## src/rtl/func_sweep_ctrl.sv

```systemverilog
// Self-test sequencer: sweeps every input vector of a small combinational block,
// waits SETTLE cycles, samples y and scores it against a golden truth table.
module func_sweep_ctrl #(
    parameter int N_IN = 3,
    parameter int SETTLE = 2,
    parameter logic [(2**N_IN)-1:0] EXPECTED = 8'h31
) (
    input  logic                  clk,
    input  logic                  reset,
    input  logic                  start,
    input  logic                  abort,
    input  logic                  y,
    output logic [N_IN-1:0]       abc,
    output logic                  busy,
    output logic                  done,
    output logic                  pass,
    output logic [(2**N_IN)-1:0]  fail_mask,
    output logic [N_IN:0]         fail_count
);
    localparam int NV = 2**N_IN;
    localparam logic [N_IN-1:0] LAST_IDX = '1;
    localparam logic [N_IN-1:0] ONE_IDX = 1;
    localparam logic [N_IN:0]   ONE_CNT = 1;
    localparam logic [3:0]      SETTLE_LAST = 4'(SETTLE - 1);

    typedef enum logic [1:0] {IDLE, APPLY, SAMPLE, DONE} state_t;

    state_t            state_q, state_d;
    logic [N_IN-1:0]   idx_q, idx_d;
    logic [3:0]        cnt_q, cnt_d;
    logic [N_IN-1:0]   abc_q, abc_d;
    logic              busy_q, busy_d;
    logic              done_q, done_d;
    logic              pass_q, pass_d;
    logic [NV-1:0]     fail_mask_q, fail_mask_d;
    logic [N_IN:0]     fail_count_q, fail_count_d;

    always_comb begin
        state_d      = state_q;
        idx_d        = idx_q;
        cnt_d        = cnt_q;
        pass_d       = pass_q;
        fail_mask_d  = fail_mask_q;
        fail_count_d = fail_count_q;

        case (state_q)
            IDLE: begin
                if (start) begin
                    state_d      = APPLY;
                    idx_d        = '0;
                    cnt_d        = '0;
                    pass_d       = 1'b0;
                    fail_mask_d  = '0;
                    fail_count_d = '0;
                end
            end
            APPLY: begin
                if (abort) begin
                    state_d = IDLE;
                    idx_d   = '0;
                    cnt_d   = '0;
                    pass_d  = 1'b0;
                end else begin
                    cnt_d = cnt_q + 4'd1;
                    if (cnt_q == SETTLE_LAST) begin
                        state_d = SAMPLE;
                    end
                end
            end
            SAMPLE: begin
                // abort wins over the compare, so an aborted vector is never scored
                if (abort) begin
                    state_d = IDLE;
                    idx_d   = '0;
                    cnt_d   = '0;
                    pass_d  = 1'b0;
                end else begin
                    if (y != EXPECTED[idx_q]) begin
                        fail_mask_d[idx_q] = 1'b1;
                        fail_count_d       = fail_count_q + ONE_CNT;
                    end
                    if (idx_q == LAST_IDX) begin
                        state_d = DONE;
                        idx_d   = '0;
                        cnt_d   = '0;
                        pass_d  = (fail_count_d == '0);
                    end else begin
                        state_d = APPLY;
                        idx_d   = idx_q + ONE_IDX;
                        cnt_d   = '0;
                    end
                end
            end
            DONE: begin
                state_d = IDLE;
            end
            default: begin
                state_d = IDLE;
            end
        endcase

        // Outputs are registered copies of what the next state implies.
        busy_d = (state_d == APPLY) || (state_d == SAMPLE);
        abc_d  = busy_d ? idx_d : '0;
        done_d = (state_d == DONE);
    end

    always_ff @(posedge clk or posedge reset) begin
        if (reset) begin
            state_q      <= IDLE;
            idx_q        <= '0;
            cnt_q        <= '0;
            abc_q        <= '0;
            busy_q       <= 1'b0;
            done_q       <= 1'b0;
            pass_q       <= 1'b0;
            fail_mask_q  <= '0;
            fail_count_q <= '0;
        end else begin
            state_q      <= state_d;
            idx_q        <= idx_d;
            cnt_q        <= cnt_d;
            abc_q        <= abc_d;
            busy_q       <= busy_d;
            done_q       <= done_d;
            pass_q       <= pass_d;
            fail_mask_q  <= fail_mask_d;
            fail_count_q <= fail_count_d;
        end
    end

    assign abc        = abc_q;
    assign busy       = busy_q;
    assign done       = done_q;
    assign pass       = pass_q;
    assign fail_mask  = fail_mask_q;
    assign fail_count = fail_count_q;
endmodule

```

## config.mk

```make
export PLATFORM = sky130hd
export DESIGN_NAME = func_sweep_ctrl
export DESIGN_NICKNAME = d
export VERILOG_FILES = /design/src/rtl/func_sweep_ctrl.sv
export SDC_FILE = /design/constraint.sdc
export NUM_CORES = 1
export LEC_CHECK = 0
export ABC_AREA = 1
export BUFFER_PORTS_ARGS = -buffer_cell sky130_fd_sc_hd__clkbuf_2
export CORE_MARGIN = 1
export CORE_UTILIZATION = 62
export CTS_BUF_LIST = sky130_fd_sc_hd__clkbuf_2 sky130_fd_sc_hd__clkbuf_4 sky130_fd_sc_hd__clkbuf_8
export CTS_CLUSTER_SIZE = 16
export DETAILED_ROUTE_END_ITERATION = 10
export PLACE_DENSITY = 0.88
export SYNTH_ARGS = -nofsm -noshare
export SYNTH_HDL_FRONTEND = slang
export SYNTH_SLANG_ARGS = --single-unit
```

## constraint.sdc

```tcl
create_clock -name clk -period 5.1 [get_ports clk]
set_input_delay 0.51 -clock clk [delete_from_list [all_inputs] [get_ports clk]]
set_output_delay 0.51 -clock clk [all_outputs]
set_load 0.01 [all_outputs]
```

==> impl_metrics.ini <==
[yosys]
yosys.area_share.adder = 0.0638
yosys_warnings = 0
synthSimpleGateAreaFrac = 0.276
synth_top_family_by_area = simple AND/OR/NAND/NOR gates
synth_xor_area_frac = 0.0128
post_synth_mux_area_share = 0
synth_compound_gate_area_share = 0.0793
synth.yosys.seq_area_share = 0.492
distinct_cell_type_count_of_the_synthesized_netlist = 28
synth_async_sr_flop_share = 1.00
synth_enable_flop_cells = 0
dominantRegCellSynth = dfrtp_1
synth_area_per_cell_um2 = 8.74
synthCells = 157
syn-num-nets = 169
syn-cell-area_mm2 = 0.00137
synth-seq-cells = 27

[global_route]
global_route_wire_length_before_repair_um = 4770
grt.total_usage = 0.266
grt_max_degree = 28
grt_pass1_vias = 1097
grt_antenna_before_repair = 0
globalRouteOverflowTotal = 0

[die]
floorplan.die.height_um = 49.1
dieWidth_um = 49.1
design.die.area_mm2 = 0.00241
io-pin-count = 23
core_area_mm2 = 0.00202
initial_utilization = 0.679
floorplan.rows = 16

[placed_design]
dp_hpwl_um = 2100
pre_cts_slack_ns = 3.20
routabilityCongestion = 0.860
io_buffers = 22

[timing]
timing_hold_violations_final = 0
slew_of_the_pin_with_the_lowest_slew_margin_ns = 0.976
final.period_utilization = 0.354
finalMaxSlewViolations = 0
finalSetupViolCount = 0
fmax_mhz = 553
clock_skew_ns = 0.0130
worst_slack_ns = 3.29
period_minus_slack_ns = 1.81
final.setup.tns_ns = 0
rsz0062_at_grt = no
slew_headroom = 0.348

[power]
power.static_leakage_uw = 0.000855
p_per_area_mw_per_mm2 = 336
peakVddDrop_v = 0.000220

[cts]
insertion_delay_ns = 0.33
cts-hold-fix-buffers = 0
tritoncts = yes
cts_buffer_depth = 2
clock-root-buffer = clkbuf_4
cts_setup_buffers = 0
clock_tree.htree_level_count = 1
cts-buffers-inserted = 3
post_cts.resized_instances = 0
clock_transition_at_the_registers_of_the_reported_paths_ns = 0.15
clock-sinks = 27

[detailed_routing]
drtIter0Drc = 20
detailedRoute.firstPassIterationCount = 6
finalWirelength_um = 2810
vias_per_cell = 5.41
vias = 1137
remaining_drc_errors = 0
drtAntennaViolNets = 0
routedWlPerCell_um = 13.4

[finish]
area_delta_synth_final_pct = 12.5
nFillCells = 150
layout_commonest_cell = nand2_1
area_of_the_multi_input_gates_um2 = 593
mostFrequentLayoutCells = nand2_1 (40), dfrtp_1 (27), inv_1 (22), clkbuf_2 (22)
drive_above_1_share = 0.235
antenna-diode-count = 0
design.final.nets = 196
post-route-util = 0.764
regArea_um2 = 676

[worst_setup_path]
critical_path.endpoint_type = flip-flop
cp_data_required_time_ns = 5.33
timing_worst_setup_path_type = flip-flop to flip-flop
r2r_start = state_q[1]
cp-startpoint = state_q[1]
crit_arrival_ns = 2.04
crit_fanout = 4
timing.critical_path.from_type = flip-flop

[min_path]
hold_class = input pin to async pin

[run]
drv.max_cap_violation_count = 0

[run_status]
outcome = complete, no violations
==> worst paths after layout <==
kind / end / cells after the start / slack, ns
setup / recovery: abc[2] / 5 / 3.29
hold / removal: state_q[0] / 2 / 0.36
setup reg to reg: abc[2] / 5 / 3.29
hold reg to reg: fail_mask[5] / 2 / 0.52
max in group asynchronous: fail_count[3] / 2 / 4.15
min in group clk: fail_count[1] / 4 / 0.48
==> where the power goes <==
group	switching [µW]	internal, µW
combinational	116	50.0
clock	64.3	29.5
sequential	22.7	235
total	203	315
==> cell usage after synthesis, types with 2 or more instances <==
cell type / n / area [µm²]
nor3_1: 2 / 10.0
o21ai_0: 3 / 15.0
nand4_1: 4 / 25.0
ha_1: 7 / 87.6
a21oi_1: 6 / 30.0
dfrtp_1: 27 / 676
nor2_1: 10 / 37.5
nand3_1: 10 / 50.1
inv_2: 4 / 15.0
nor2_4: 3 / 33.8
o21ai_1: 3 / 15.0
a31oi_1: 2 / 12.5
nand2_1: 40 / 150
inv_1: 22 / 82.6
==> cells by family (layout without fill, tap and decap cells) <==
family | count (synthesis) | count (layout)
xor gates and xnor gates | 2 | 2
adders and majority gates | 7 | 7
DFF | 27 | 27
buffers and inverters | 27 | 53
and+or+nand+nor | 76 | 76
AOI/OAI and AO/OA | 18 | 18
==> area by class of cell <==
| class | count | area share |
|---|---|---|
| Sequential cell | 27 | 0.438 |
| Multi-Input combinational cell | 103 | 0.384 |
| Timing Repair Buffer | 22 | 0.0713 |
| Inverter | 27 | 0.0673 |
| Tap cell | 27 | 0.0219 |
| Clock buffer | 3 | 0.0146 |
| Clock inverter | 1 | 0.00324 |
==> state kept, by name, indices dropped and copies added, names as in the netlist <==
register	count
busy	1
state_q	2
idx_q	3
abc	3
fail_count	4
pass	1
done	1
fail_mask	8
cnt_q	4
==> critical path: stages, from the launching register on <==
cell and delay, ns:
dfrtp_1 0.45, nor3_2 0.42, inv_1 0.13, o22ai_1 0.23, ha_1 0.32, and2_1 0.17
==> routing by layer <==
layer	GRT usage	wire, µm	vias to the layer above
met5	0	0	-
met4	0.108	69	0
met3	0.0374	91	9
met2	0.472	1430	31
met1	0.325	1220	546
li1	-	-	551
==> per-stage QoR <==
stage                     instances  total power [µW]  instance area, µm²  hold WS (ns)
final                           210               518                1540         0.355
after global placement          206               414                1520         0.467
after CTS                       210               517                1540         0.400
after floorplan                 157               380                1370         0.500
after global routing            210               547                1540         0.462
after detailed placement        206               425                1520         0.497
Note: power is estimated with default switching activity, not from simulation.
